## src/rtl/debounce_pkg.sv

```systemverilog
// Shared types and helpers for the push-button debouncer bank.
// Channel states and a width helper that never returns zero bits.
package debounce_pkg;

    typedef enum logic [1:0] {
        RELEASED,
        PRESS_PEND,
        PRESSED,
        REL_PEND
    } ch_state_e;

    // $clog2 gives 0 for values <= 1, which would make a zero-width vector
    function automatic int width_of(input int value);
        return (value > 1) ? $clog2(value) : 1;
    endfunction

endpackage

```

## src/rtl/debounce_channel.sv

```systemverilog
// One debounced button: synchroniser, polarity normalisation and a
// tick-qualified acceptance FSM producing a level plus press/release pulses.
module debounce_channel
    import debounce_pkg::*;
#(
    parameter int STABLE_TICKS = 4,
    parameter bit ACTIVE_LOW   = 1'b1,
    parameter int SYNC_STAGES  = 2
) (
    input  logic clk,
    input  logic rst,
    input  logic raw,
    input  logic tick,
    output logic state,
    output logic press,
    output logic rel
);

    localparam int             CW       = width_of(STABLE_TICKS + 1);
    localparam logic [CW-1:0]  CNT_LAST = CW'(STABLE_TICKS);
    localparam logic           IDLE_LVL = ACTIVE_LOW;

    logic [SYNC_STAGES-1:0] sync_q;
    logic                   lvl;

    ch_state_e              state_q, state_d;
    logic [CW-1:0]          cnt_q, cnt_d, cnt_inc;
    logic                   press_d, rel_d, level_d;

    // Reset parks the chain at the idle pin level so no false press appears
    always_ff @(posedge clk) begin
        if (rst) begin
            sync_q <= {SYNC_STAGES{IDLE_LVL}};
        end else begin
            sync_q <= {sync_q[SYNC_STAGES-2:0], raw};
        end
    end

    assign lvl     = sync_q[SYNC_STAGES-1] ^ IDLE_LVL;
    assign cnt_inc = cnt_q + CW'(1);

    always_comb begin
        state_d = state_q;
        cnt_d   = cnt_q;
        press_d = 1'b0;
        rel_d   = 1'b0;
        if (tick) begin
            case (state_q)
                RELEASED: begin
                    if (lvl) begin
                        if (STABLE_TICKS == 1) begin
                            state_d = PRESSED;
                            press_d = 1'b1;
                        end else begin
                            state_d = PRESS_PEND;
                            cnt_d   = CW'(1);
                        end
                    end
                end
                PRESS_PEND: begin
                    if (!lvl) begin
                        state_d = RELEASED;
                        cnt_d   = '0;
                    end else if (cnt_inc == CNT_LAST) begin
                        state_d = PRESSED;
                        cnt_d   = '0;
                        press_d = 1'b1;
                    end else begin
                        cnt_d   = cnt_inc;
                    end
                end
                PRESSED: begin
                    if (!lvl) begin
                        if (STABLE_TICKS == 1) begin
                            state_d = RELEASED;
                            rel_d   = 1'b1;
                        end else begin
                            state_d = REL_PEND;
                            cnt_d   = CW'(1);
                        end
                    end
                end
                REL_PEND: begin
                    if (lvl) begin
                        state_d = PRESSED;
                        cnt_d   = '0;
                    end else if (cnt_inc == CNT_LAST) begin
                        state_d = RELEASED;
                        cnt_d   = '0;
                        rel_d   = 1'b1;
                    end else begin
                        cnt_d   = cnt_inc;
                    end
                end
                default: begin
                    state_d = RELEASED;
                    cnt_d   = '0;
                end
            endcase
        end
    end

    assign level_d = (state_d == PRESSED) || (state_d == REL_PEND);

    // Outputs are registered from the next state so the pulse lines up with the level edge
    always_ff @(posedge clk) begin
        if (rst) begin
            state_q <= RELEASED;
            cnt_q   <= '0;
            state   <= 1'b0;
            press   <= 1'b0;
            rel     <= 1'b0;
        end else begin
            state_q <= state_d;
            cnt_q   <= cnt_d;
            state   <= level_d;
            press   <= press_d;
            rel     <= rel_d;
        end
    end

endmodule

```

## src/rtl/debounce_bank.sv

```systemverilog
// Bank of independent button debouncers sharing one slow tick divider.
// The tick is registered and high for one clk cycle every TICK_DIV cycles.
module debounce_bank
    import debounce_pkg::*;
#(
    parameter int N_CH         = 4,
    parameter int TICK_DIV     = 250000,
    parameter int STABLE_TICKS = 4,
    parameter bit ACTIVE_LOW   = 1'b1,
    parameter int SYNC_STAGES  = 2
) (
    input  logic            clk,
    input  logic            rst,
    input  logic [N_CH-1:0] btn_raw,
    output logic [N_CH-1:0] btn_state,
    output logic [N_CH-1:0] press_pulse,
    output logic [N_CH-1:0] release_pulse,
    output logic            tick
);

    localparam int            TW        = width_of(TICK_DIV);
    localparam logic [TW-1:0] TICK_LAST = TW'(TICK_DIV - 1);

    logic [TW-1:0] tick_cnt, tick_cnt_d;

    always_comb begin
        tick_cnt_d = (tick_cnt == TICK_LAST) ? '0 : tick_cnt + TW'(1);
    end

    // tick tracks (tick_cnt == TICK_LAST) but stays low while in reset
    always_ff @(posedge clk) begin
        if (rst) begin
            tick_cnt <= '0;
            tick     <= 1'b0;
        end else begin
            tick_cnt <= tick_cnt_d;
            tick     <= (tick_cnt_d == TICK_LAST);
        end
    end

    for (genvar ch = 0; ch < N_CH; ch++) begin : g_ch
        debounce_channel #(
            .STABLE_TICKS (STABLE_TICKS),
            .ACTIVE_LOW   (ACTIVE_LOW),
            .SYNC_STAGES  (SYNC_STAGES)
        ) u_channel (
            .clk   (clk),
            .rst   (rst),
            .raw   (btn_raw[ch]),
            .tick  (tick),
            .state (btn_state[ch]),
            .press (press_pulse[ch]),
            .rel   (release_pulse[ch])
        );
    end

endmodule

```

## config.mk

```make
export PLATFORM = sky130hd
export DESIGN_NAME = debounce_bank
export DESIGN_NICKNAME = d
export VERILOG_FILES = /design/src/rtl/debounce_pkg.sv /design/src/rtl/debounce_channel.sv /design/src/rtl/debounce_bank.sv
export SDC_FILE = /design/constraint.sdc
export NUM_CORES = 1
export LEC_CHECK = 0
export CORE_MARGIN = 10
export CORE_UTILIZATION = 58
export DETAILED_ROUTE_END_ITERATION = 8
export GPL_ROUTABILITY_DRIVEN = 0
export PLACE_DENSITY = 0.79
export SLEW_MARGIN = 20
export SYNTH_ARGS = -nofsm -noshare
export SYNTH_HDL_FRONTEND = slang
export SYNTH_SLANG_ARGS = --single-unit
```

## constraint.sdc

```tcl
create_clock -name clk -period 2 [get_ports clk]
set_clock_uncertainty 0.1 [all_clocks]
set_input_delay 0.4 -clock clk [delete_from_list [all_inputs] [get_ports clk]]
set_output_delay 0.4 -clock clk [all_outputs]
set_load 0.1 [all_outputs]
```

After elaboration in Yosys (flattened, before gate mapping):

Index checks and enable logic that the tools add are counted.

* register bits after elaboration: 59
* word-level logic and storage cells: 159

* $add $sub $neg: 5
* reductions and logical operators: 20
* muxes and demuxes: 61
* bitwise logic cells: 13
* eq/ne operators: 34

Operator list (count)
* two-way mux 3 bit: 20
* two-way mux 2 bit: 28
* one-hot mux 3 bit (4 select lines): 4
* equality test 18 bit (second input constant): 2
* equality test 2 bit (second input constant): 16
* one-hot mux 2 bit (4 select lines): 4
* OR reduction 4 bit: 8
* adder 18 x 1 -> 18 bit (second input constant): 1
* two-way mux 18 bit: 1
* inverter 1 bit: 13
* adder 3 x 1 -> 3 bit (second input constant): 4
* equality test 3 bit (second input constant): 4
* AND reduction 3 bit: 4
* equality test 2 x 1 -> 1 bit (second input constant): 4
* logical NOT 2 bit: 4
* inequality test 2 x 1 -> 1 bit (second input constant): 4
* inequality test 2 bit (second input constant): 4
* logical OR 1 bit: 4
* two-way mux 1 bit: 4

Longest topological paths before layout:

Gate-level depths: netlist (run 1).

* depth in word-level cells: 8
* gate-level depth with buffers: 6
* mapped depth without buffers: 6

Cells and area by module:

A second synthesis (run 1) with hierarchy kept.

* cell total of the unflattened synthesis: 292
* area, all modules: 2735.1 um2

Modules (own cells, without submodules)
* debounce_channel: cells an instance 43, sequential area each 200.2 um2, area an instance 420.4 um2, times used 4
* debounce_bank: cells an instance 120, sequential area each 380.4 um2, area an instance 1053.5 um2, times used 1

Worst setup path before layout (run 1):

Ideal clock, no wire load.

* kind: register -> register
* from: reg tick
* to: reg g_ch[1].u_channel.state
* cell stages (with the launch flop): 4
* data required time: 1.830 ns
* slack: -0.157 ns
* arrival time: 1.987 ns
* library setup time: 0.070 ns
* path buffers: 0
* cell sequence: dfxtp_1 -> clkinv_1 -> or3_1 -> a21oi_1

* word-level cells in the longest chain between the ends: 3

RTL lines
* start, declared: RTL line debounce_bank.sv:18 `output logic tick`
* start signal, assigned: RTL line debounce_bank.sv:37 `tick <= (tick_cnt_d == TICK_LAST);`
* two-way mux 2 bit *: RTL line debounce_channel.sv:47 `if (tick) begin`
* equality test 2 bit: RTL line debounce_channel.sv:103 `assign level_d = (state_d == PRESSED) || (state_d == REL_PEND);`
* logical OR 1 bit *: RTL line debounce_channel.sv:103
* end signal, assigned: RTL line debounce_channel.sv:116 `state <= level_d;`
* end, declared: RTL line debounce_channel.sv:14 `output logic state,`

Every way passes the cells marked *; elsewhere a longest branch is shown, timed or not.
A chain may end at the register's enable or synchronous reset.

Worst setup path after layout (run 1):

* from: reg tick_cnt[1]
* to: reg tick

* word-level cells in the longest chain between the ends: 3

RTL lines
* start, declared: RTL line debounce_bank.sv:24 `logic [TW-1:0] tick_cnt, tick_cnt_d;`
* start signal, assigned: RTL line debounce_bank.sv:36 `tick_cnt <= tick_cnt_d;`
* adder 18 x 1 -> 18 bit or equality test 18 bit (tied branches): RTL line debounce_bank.sv:27 `tick_cnt_d = (tick_cnt == TICK_LAST) ? '0 : tick_cnt + TW'(1);`
* two-way mux 18 bit *: RTL line debounce_bank.sv:27
* equality test 18 bit *: RTL line debounce_bank.sv:37

Marks and branches as above.

==> results of run 1 <==
state kept, by name (all words and copies together), names as in the netlist:
name                    flops
g_ch.u_channel.sync_q       8
tick_cnt                   18
tick                        1
g_ch.u_channel.cnt_q       12
g_ch.u_channel.state        4
g_ch.u_channel.press        4
g_ch.u_channel.rel          4
g_ch.u_channel.state_q      8
cells in the mapped netlist (2+ instances only):
master                     count  share of area (%)
sky130_fd_sc_hd__ha_1          9                4.2
sky130_fd_sc_hd__nor4_1        8                1.9
sky130_fd_sc_hd__clkbuf_1      6               0.84
sky130_fd_sc_hd__nor3b_1       2               0.56
sky130_fd_sc_hd__a211oi_1      2               0.56
sky130_fd_sc_hd__nand2_1      26                3.6
sky130_fd_sc_hd__a22o_1        2               0.65
sky130_fd_sc_hd__or3_1         3               0.70
sky130_fd_sc_hd__or3b_1        2               0.65
sky130_fd_sc_hd__and3_1        5                1.2
sky130_fd_sc_hd__inv_1         2               0.28
sky130_fd_sc_hd__xnor2_1      12                3.9
sky130_fd_sc_hd__nand3_1      14                2.6
sky130_fd_sc_hd__nand4_1       9                2.1
sky130_fd_sc_hd__buf_2         2               0.37
sky130_fd_sc_hd__mux2i_1       6                2.2
sky130_fd_sc_hd__nor3_1        9                1.7
sky130_fd_sc_hd__xor2_1       14                4.6
sky130_fd_sc_hd__o21ai_0       8                1.5
sky130_fd_sc_hd__nor2_4        2               0.84
sky130_fd_sc_hd__buf_4        15                4.2
sky130_fd_sc_hd__or2_2         8                1.9
sky130_fd_sc_hd__a21oi_1      21                3.9
sky130_fd_sc_hd__dfxtp_1      59                 44
sky130_fd_sc_hd__nor2_1       28                3.9
sky130_fd_sc_hd__nand4b_1      4                1.3
sky130_fd_sc_hd__nand2b_1      3               0.70
routing by layer:
metal  track usage [%]  vias to the layer above  wire length, um
met1              16.6                      934             2330
met4              8.84                        0               92
met3              4.74                        8              230
met5                 0                        -                0
li1                  -                     1054                -
met2              20.5                       27             2220
per-stage QoR:
| stage | cell area [um^2] | hold WS, ps | instances |
|---|---|---|---|
| after CTS | 2980 | 307 | 367 |
| after global placement | 2840 | 293 | 353 |
| after detailed placement | 2840 | 293 | 353 |
| after floorplan | 2680 | 289 | 296 |
| final | 2990 | 306 | 367 |
| after global routing | 2990 | 316 | 367 |
power by group:
part | switching (mW) | internal, mW | total [mW] | leakage [nW]
Clock | 0.428 | 0.431 | 0.859 | 0.0750
Sequential | 0.0115 | 1.19 | 1.20 | 0.478
Combinational | 0.0331 | 0.0291 | 0.0622 | 0.564
Total | 0.473 | 1.65 | 2.12 | 1.12
repair_timing:
action	CTS	global route
endpoints found under the setup margin	0	1
buffers inserted	0	0
resized for setup	0	3
endpoints found under the hold margin	0	0
logic make-up (layout without fill, tap and decap cells):
group                      after synthesis  count (layout)  synth area share, %
adders and majority gates                9               9                 4.20
AOI/OAI and AO/OA                       39              39                 8.82
muxes                                    6               6                 2.24
buffers and inverters                   27              46                 6.25
and+or+nand+nor                        130             130                 26.0
xor gates and xnor gates                26              26                 8.49
DFF                                     59              59                 44.0
final cells by class:
class / count / area, um^2 / area share [%]
multi-input cells: 210 / 1340 / 44.8
flip-flops and latches: 59 / 1180 / 39.5
repair buffers: 29 / 243 / 8.11
clock buffers: 11 / 131 / 4.39
well taps: 52 / 65.1 / 2.17
clock inverters: 3 / 17.5 / 0.585
inverters: 3 / 11.3 / 0.376
worst max path at each step:
stage / startpoint / cells after the start / slack (ps) / end
3_3_place_gp: tick_cnt[1] / 6 / 100 / tick
5_1_grt: tick_cnt[7] / 6 / 40 / tick
4_1_cts: tick_cnt[1] / 6 / 50 / tick
2_1_floorplan: tick_cnt[0] / 6 / 120 / tick
3_5_place_dp: tick_cnt[1] / 6 / 60 / tick
6_report: tick_cnt[1] / 6 / 120 / tick
placed cells by master, fill, tap and decap left out, types with 2 or more instances in the layout:
cell type / n
sky130_fd_sc_hd__a211oi_1: 2
sky130_fd_sc_hd__a21oi_1: 21
sky130_fd_sc_hd__a22o_1: 2
sky130_fd_sc_hd__and3_1: 5
sky130_fd_sc_hd__buf_4: 23
sky130_fd_sc_hd__clkbuf_1: 2
sky130_fd_sc_hd__clkbuf_8: 9
sky130_fd_sc_hd__clkdlybuf4s50_1: 5
sky130_fd_sc_hd__clkinv_2: 2
sky130_fd_sc_hd__dfxtp_1: 57
sky130_fd_sc_hd__dfxtp_2: 2
sky130_fd_sc_hd__ha_1: 8
sky130_fd_sc_hd__inv_1: 2
sky130_fd_sc_hd__mux2i_1: 6
sky130_fd_sc_hd__nand2_1: 26
sky130_fd_sc_hd__nand2b_1: 3
sky130_fd_sc_hd__nand3_1: 14
sky130_fd_sc_hd__nand4_1: 9
sky130_fd_sc_hd__nand4b_1: 4
sky130_fd_sc_hd__nor2_1: 28
sky130_fd_sc_hd__nor2_4: 2
sky130_fd_sc_hd__nor3_1: 9
sky130_fd_sc_hd__nor3b_1: 2
sky130_fd_sc_hd__nor4_1: 8
sky130_fd_sc_hd__o21ai_0: 8
sky130_fd_sc_hd__or2_2: 8
sky130_fd_sc_hd__or3_1: 3
sky130_fd_sc_hd__or3b_1: 2
sky130_fd_sc_hd__xnor2_1: 12
sky130_fd_sc_hd__xor2_1: 14
==> parameters.txt, run 1 <==
Parameter                              Value

Worst hold path
  Worst hold path cell count    1
  Hold/Removal Path Class    flop to flop
  Startpoint of the most critical hold path    g_ch[3].u_channel.sync_q[0]
  Destination of the worst hold path    g_ch[3].u_channel.sync_q[1]

Global routing
  Overall fraction of global-route tracks in use    13.8%
  Wire length of the first global-routing pass    8570 um
  Vias in the first global route    1949
  Global route total overflow    0
  Number of antenna violations at the first check in global routing    0
  Largest net degree at the start of global routing    39

Yosys
  Syn_nets    311
  Primary FF master, synth    sky130_fd_sc_hd__dfxtp_1
  Async set-reset flop share out of synthesis    0%
  Ys Warns    0
  Synthesized netlist cell count    296
  Post-synthesis average cell area    9.06 um^2
  Sequential element share of the synthesized area    44.0%
  Flip-flop and latch count after synthesis    59
  Yosys cell types    42
  Cell area after synthesis    2680 um^2
  EDFF count, synth    0

STA
  Final Max Slew Viols    0
  Headroom to the max-slew limit    65.4%
  Total negative slack    0 ps
  Actual slew at the worst max-slew pin    516 ps
  Peak Freq    533 MHz
  Final worst-path cycle share    93.9%
  Endpoints failing setup    0
  Worst-case setup margin in the final layout    123 ps
  Tmin final    1880 ps
  Final hold viol count    0
  Unrepaired setup endpoints after global routing    false

Setup path
  Worst Path Max Fanout    6
  Register-to-register setup slack    120 ps
  Endpoint kind of the worst setup timing path    flop
  Worst endpoint data arrival time    2020 ps
  CP bufs+invs    0
  Terminus of the critical flop-to-flop path    tick
  Maximum cell stage delay along the critical path    380 ps
  Worst-case reg-to-reg path depth    6
  Type of the worst setup path    flop to flop
  Crit path launch type    flop
  Family with the most delay on the worst path    simple AND/OR/NAND/NOR gates
  Critical path data required time    2150 ps
  Slowest cell on crit path    sky130_fd_sc_hd__dfxtp_2
  Cells along the critical path    ha_2, nand4_1, nor2_4, nand3_1, or3b_1, a221oi_2
  Reg-to-Reg Start    tick_cnt[1]

Route
  Routed wire length per instance    13.3 um
  Routed wire length    4870 um
  Via total after detailed routing    2023
  DR pass1 iterations    4
  DRC violation total after the first TritonRoute iteration    120
  Drt drc    0
  Via count normalized by instance count    5.51
  Remaining antenna violation count    0

Cells and area
  Filler cell count    353
  Number of antenna diodes    0
  NumNets Final    327
  Share of post-route cells with drive strength above 1    17.1%
  Syn-to-layout area delta    11.6%
  Final core utilization    67.8%

Power
  Power density over the cells    709 nW/um^2
  Worst IR Drop VDD    535 uV
  Leakage    1.12 nW
  Overall power consumption    2.12 mW

Placed design
  Sum of net half-perimeters after detailed placement    3380 um
  Count of port buffers added during placement    18
  Pre-CTS WS    55.0 ps

Clocking
  Root Buffer Master    sky130_fd_sc_hd__clkbuf_8
  CTS tree    yes
  Clk Latency, worst-skew pair    330 ps
  Clock sink count    59
  Total clock buffers created by CTS    9
  Clock edge transition at the registers on the reported setup and hold paths    60 ps
  CTS Hold Bufs    0
  Maximum level of the CTS H-tree    3
  Buffer levels on the longest clock path    2

Floorplanning
  Die outline area    7750 um^2
  Core ar.    4410 um^2
  Die Height    88.0 um
  I/O pin cnt    19
  Starting utilization of the core area    60.8%
  Width of the die    88.0 um
  # rows    24

Run
  Number of violations of the max-capacitance limit    0

Run status
  Run status    finished clean
Note: power is estimated with default switching activity, not from simulation.
==> inputs of run 2 (changes only) <==
Settings changed: CORE_UTILIZATION 58 to 50, PLACE_DENSITY 0.79 to 0.7.
Clock period 2 ns to 2.1 ns, I/O delays scaled along.
==> parameters.txt, run 2 (same netlist as run 1, synthesis figures left out) <==
Parameter                              Value

Run status
  Run status    finished clean

Route
  Drt drc    0 (unchanged)
  Via count normalized by instance count    5.22 (-5.3%)
  DR pass1 iterations    4 (unchanged)
  Routed wire length per instance    13.0 um (-2.3%)
  Routed wire length    4970 um (+2.0%)
  Via total after detailed routing    2000 (-1.1%)
  DRC violation total after the first TritonRoute iteration    91 (-24%)
  Remaining antenna violation count    0 (unchanged)

Cells and area
  NumNets Final    323 (-1.2%)
  Area taken by multi-input logic gates    1340 um^2 (unchanged)
  Most frequent cells in the layout    sky130_fd_sc_hd__dfxtp_1, sky130_fd_sc_hd__nor2_1, sky130_fd_sc_hd__nand2_1, sky130_fd_sc_hd__a21oi_1, sky130_fd_sc_hd__buf_4
  Filler cell count    473 (+34%)
  Max reg flops    18 (unchanged)
  Most common cell after layout, fill and taps aside    sky130_fd_sc_hd__dfxtp_1
  Number of antenna diodes    0 (unchanged)
  Syn-to-layout area delta    15.0%
  Register with the most flip-flops    tick_cnt
  Share of post-route cells with drive strength above 1    17.3% (+0.11 points)
  Storage cell area    1180 um^2 (unchanged)
  Regs by FF count    tick_cnt: 18 flops, g_ch.u_channel.cnt_q: 12 flops

STA
  Worst hold slack    309 ps (+2.84 ps)
  Endpoints failing setup    0 (unchanged)
  Peak Freq    521 MHz (-2.2%)
  Final worst-path cycle share    91.4% (-2.5 points)
  Actual slew at the worst max-slew pin    493 ps (-22.9 ps)
  Headroom to the max-slew limit    66.9% (+1.5 points)
  Final Max Slew Viols    0 (unchanged)
  Total negative slack    0 ps (unchanged)
  Tmin final    1920 ps (+41.9 ps)
  Unrepaired setup endpoints after global routing    false
  Worst-case setup margin in the final layout    181 ps (+58.1 ps)
  Final hold viol count    0 (unchanged)

Clocking
  CTS tree    yes
  CTS Hold Bufs    0 (unchanged)
  Clock sink count    59 (unchanged)
  Count of cells resized by post-cts repair    0 (unchanged)
  Post-CTS setup repair buffer count    0 (unchanged)
  Clock edge transition at the registers on the reported setup and hold paths    70 ps (about the same)
  Root Buffer Master    sky130_fd_sc_hd__clkbuf_8
  Buffer levels on the longest clock path    2 (unchanged)
  Maximum level of the CTS H-tree    3 (unchanged)
  Clk Latency, worst-skew pair    350 ps (+20 ps)
  Total clock buffers created by CTS    9 (unchanged)

Global routing
  Global route total overflow    0 (unchanged)
  Number of antenna violations at the first check in global routing    0 (unchanged)
  Wire length of the first global-routing pass    8400 um (-2.0%)
  Largest net degree at the start of global routing    39 (unchanged)
  Overall fraction of global-route tracks in use    12.0% (-1.8 points)
  Vias in the first global route    1926 (-1.2%)

Setup path
  Worst endpoint data arrival time    2080 ps (+60 ps)
  Endpoint kind of the worst setup timing path    flop
  Worst Path Max Fanout    6 (unchanged)
  Crit path launch type    flop
  Critical path data required time    2260 ps (+110 ps)
  Type of the worst setup path    flop to flop

Power
  Worst IR Drop VDD    403 uV (-25%)
  Leakage    1.14 nW (+2.2%)
  Overall power consumption    2.49 mW (+17%)
  Power density over the cells    806 nW/um^2 (+14%)

Floorplanning
  Die outline area    8690 um^2 (+12%)
  Starting utilization of the core area    52.2% (-8.6 points)
  Core ar.    5140 um^2 (+16%)
  I/O pin cnt    19 (unchanged)
  Width of the die    93.2 um (+5.9%)
  # rows    26 (+8.3%)
  Die Height    93.2 um (+5.9%)

Placed design
  Pre-CTS WS    90.3 ps (+35.3 ps)
  Sum of net half-perimeters after detailed placement    3330 um (-1.5%)
  Count of port buffers added during placement    18 (unchanged)

Worst hold path
  Hold/Removal Path Class    flop to flop

Run
  Number of violations of the max-capacitance limit    0 (unchanged)
run 2: cell count changes in the layout (fill, tap and decap cells not counted):
cell	delta
sky130_fd_sc_hd__clkinv_2	-2
sky130_fd_sc_hd__clkbuf_1	-2
sky130_fd_sc_hd__bufinv_16	+3
sky130_fd_sc_hd__inv_6	+1
sky130_fd_sc_hd__nor4bb_1	+1
sky130_fd_sc_hd__nor4_2	+1
sky130_fd_sc_hd__clkinv_4	+2
sky130_fd_sc_hd__buf_4	-4
sky130_fd_sc_hd__nor4bb_2	-1
sky130_fd_sc_hd__nor4_1	-1
run 2: final cells by class:
type / instances / area share (%)
repair buffers: 25 / 6.89
clock buffers: 9 / 4.01
well taps: 70 / 2.84
inverters: 3 / 0.365
flip-flops and latches: 59 / 38.4
clock inverters: 7 / 4.01
multi-input cells: 210 / 43.5
run 2: layer usage:
metal	vias up	GRT usage, %	wire (um)
met5	-	0	0
met4	0	7.07	91
met3	8	5.44	241
met2	30	18.3	2300
met1	918	13.6	2330
li1	1044	-	-
run 2: worst max-delay path, stage by stage (launching register included):
cell and delay [ps]:
sky130_fd_sc_hd__dfxtp_2 380, sky130_fd_sc_hd__ha_2 240, sky130_fd_sc_hd__nand4_1 180, sky130_fd_sc_hd__nor2_4 170
sky130_fd_sc_hd__nand3_1 140, sky130_fd_sc_hd__or3b_1 380, sky130_fd_sc_hd__a221oi_2 240
run 2: stage by stage:
| stage | util, % | cells | area [um^2] |
|---|---|---|---|
| CTS | 59.8 | 383 | 3080 |
| global route | 60.0 | 383 | 3090 |
| detailed placement | 55.0 | 367 | 2830 |
| finish | 60.0 | 383 | 3090 |
| floorplan | - | 296 | 2680 |
| global placement | 55.0 | 367 | 2830 |
run 2: path summary, 6_finish.rpt:
| kind | from | cells past startpoint | slack [ps] | end |
|---|---|---|---|---|
| setup / recovery | tick_cnt[1] | 6 | 180 | tick |
| hold / removal | g_ch[3].u_channel.sync_q[0] | 1 | 310 | g_ch[3].u_channel.sync_q[1] |
| setup reg to reg | tick_cnt[1] | 6 | 180 | tick |
| hold reg to reg | g_ch[3].u_channel.sync_q[0] | 1 | 310 | g_ch[3].u_channel.sync_q[1] |
run 2: report_power, final:
group	switching, mW	internal (mW)
clock network	0.492	0.795
registers	0.0105	1.13
logic	0.0314	0.0267
==> inputs of run 3 (changes only) <==
Settings changed: CORE_MARGIN 10 to default, CTS_CLUSTER_DIAMETER from default to 60.
==> parameters.txt, run 3 (same netlist as run 1, synthesis figures left out) <==
Parameter                              Value

Setup path
  Type of the worst setup path    flop to flop
  Worst endpoint data arrival time    2070 ps (about the same)
  Worst Path Max Fanout    5 (-1)
  Critical path data required time    2250 ps (about the same)
  Register-to-register setup slack    190 ps (about the same)
  Crit path launch type    flop
  Endpoint kind of the worst setup timing path    flop

Route
  Routed wire length per instance    12.8 um (-1.0%)
  DRC violation total after the first TritonRoute iteration    102 (+12%)
  DR pass1 iterations    4 (unchanged)
  Via count normalized by instance count    5.45 (+4.3%)
  Remaining antenna violation count    0 (unchanged)
  Uppermost metal layer occupied by signal nets    met4
  Total length of routed met2 wires    2270 um (-1.3%)
  Via total after detailed routing    2097 (+4.9%)
  Routed wire length    4940 um (-0.50%)
  Routed length on met1    2360 um (+1.0%)
  Met3 layer wire length in the routed design    206 um (-15%)
  Drt drc    0 (unchanged)

Placed design
  Pre-CTS WS    117 ps (+27.0 ps)
  Placed Cells    369 (+0.54%)
  Count of port buffers added during placement    18 (unchanged)
  Post-detailed-placement cell area    2840 um^2 (+0.53%)
  Sum of net half-perimeters after detailed placement    3370 um (+1.2%)

Floorplanning
  Core ar.    5140 um^2 (unchanged)
  Die Height    75.2 um (-19%)
  Width of the die    75.2 um (-19%)
  # rows    26 (unchanged)
  Starting utilization of the core area    52.2% (unchanged)
  I/O pin cnt    19 (unchanged)
  Die outline area    5660 um^2 (-35%)

STA
  Headroom to the max-slew limit    62.1% (-4.8 points)
  Final worst-path cycle share    91.1% (-0.30 points)
  Actual slew at the worst max-slew pin    569 ps (+76.0 ps)
  Worst hold slack    310 ps (+1.45 ps)
  Total negative slack    0 ps (unchanged)
  Final hold viol count    0 (unchanged)
  Endpoints failing setup    0 (unchanged)
  Worst-case setup margin in the final layout    187 ps (+6.27 ps)
  Peak Freq    523 MHz (+0.33%)
  Unrepaired setup endpoints after global routing    false
  Tmin final    1910 ps (-6.27 ps)
  Final Max Slew Viols    0 (unchanged)

Cells and area
  Final instance count without filler cells    385 (+0.52%)
  NumNets Final    325 (+0.62%)
  Filler cell count    492 (+4.0%)
  Finished Cell Area    3090 um^2 (about the same)
  Regs by FF count    tick_cnt: 18 flops, g_ch.u_channel.cnt_q: 12 flops
  Storage cell area    1180 um^2 (unchanged)
  Most common cell after layout, fill and taps aside    sky130_fd_sc_hd__dfxtp_1
  Max reg flops    18 (unchanged)
  Area taken by multi-input logic gates    1340 um^2 (unchanged)
  Syn-to-layout area delta    15.1% (about the same)
  Share of post-route cells with drive strength above 1    17.8% (+0.53 points)
  Most frequent cells in the layout    sky130_fd_sc_hd__dfxtp_1, sky130_fd_sc_hd__nor2_1, sky130_fd_sc_hd__nand2_1, sky130_fd_sc_hd__a21oi_1, sky130_fd_sc_hd__buf_4
  Number of antenna diodes    0 (unchanged)
  Final core utilization    60.1% (about the same)
  Register with the most flip-flops    tick_cnt

Global routing
  Vias in the first global route    1776 (-7.8%)
  Overall fraction of global-route tracks in use    19.4% (+7.4 points)
  Largest net degree at the start of global routing    17 (-56%)
  Number of antenna violations at the first check in global routing    0 (unchanged)
  Global route total overflow    0 (unchanged)
  Wire length of the first global-routing pass    8050 um (-4.1%)

Power
  Sw power    523 uW (-2.0%)
  Worst IR Drop VDD    423 uV (+4.9%)
  Power density over the cells    783 nW/um^2 (-2.8%)
  Share of total power in the clock network    50.3% (-1.5 points)
  Cell Int Power    1.90 mW (-2.9%)
  Part of the total power dissipated in sequential elements    47.2% (+1.3 points)
  Comb power frac    2.5% (+0.2 points)
  Leakage    1.14 nW (+0.21%)
  Fraction of power spent switching nets    21.6% (+0.16 points)
  Overall power consumption    2.42 mW (-2.7%)

Run status
  Run status    finished clean

Clocking
  Maximum level of the CTS H-tree    3 (unchanged)
  Total clock buffers created by CTS    9 (unchanged)
  Clock sink count    59 (unchanged)
  CTS Hold Bufs    0 (unchanged)
  Buffer levels on the longest clock path    2 (unchanged)
  Clock edge transition at the registers on the reported setup and hold paths    70 ps (about the same)
  Post-CTS setup repair buffer count    0 (unchanged)
  CTS tree    yes
  Clk Latency, worst-skew pair    340 ps (about the same)
  Root Buffer Master    sky130_fd_sc_hd__clkbuf_8

Worst hold path
  Hold/Removal Path Class    flop to flop

Run
  Number of violations of the max-capacitance limit    0 (unchanged)
## run 3: metal layers
layer	vias up	track usage, %
met5	-	0
li1	1055	-
met4	0	11.3
met3	9	5.35
met2	49	29.7
met1	984	24.6
## run 3: repair_timing
item | 4_1_cts | 5_1_grt
hold endpoints to repair | 0 | 0
setup endpoints to repair | 0 | 1
resized for setup | 0 | 3
## run 3: layout make-up
| cell class | count | area share (%) |
|---|---|---|
| clock inverters | 5 | 2.71 |
| well taps | 70 | 2.84 |
| inverters | 3 | 0.365 |
| repair buffers | 27 | 7.37 |
| flip-flops and latches | 59 | 38.3 |
| clock buffers | 11 | 4.90 |
| multi-input cells | 210 | 43.5 |
## run 3: power groups by stage
stage / Clock, mW / Combinational (mW) / Sequential (mW)
2_1_floorplan: 0 / 0.0351 / 1.17
3_3_place_gp: 0 / 0.0605 / 1.17
3_5_place_dp: 0 / 0.0603 / 1.17
4_1_cts: 1.23 / 0.0607 / 1.14
5_1_grt: 1.28 / 0.0679 / 1.14
6_report: 1.22 / 0.0613 / 1.14
## run 3: path summary, 6_finish.rpt
path                                                     to  cells past startpoint                         from
worst max-delay path                                   tick                      5                  tick_cnt[4]
worst min register to register  g_ch[3].u_channel.sync_q[1]                      1  g_ch[3].u_channel.sync_q[0]
worst min-delay path            g_ch[3].u_channel.sync_q[1]                      1  g_ch[3].u_channel.sync_q[0]
worst max register to register                         tick                      5                  tick_cnt[4]
## run 3: critical path: stages, from the launching register on
cell and delay (ps):
sky130_fd_sc_hd__dfxtp_1 380, sky130_fd_sc_hd__nor4bb_1 410, sky130_fd_sc_hd__or3b_1 380, sky130_fd_sc_hd__nor4_1 230
sky130_fd_sc_hd__nand4b_1 150, sky130_fd_sc_hd__a221oi_2 180
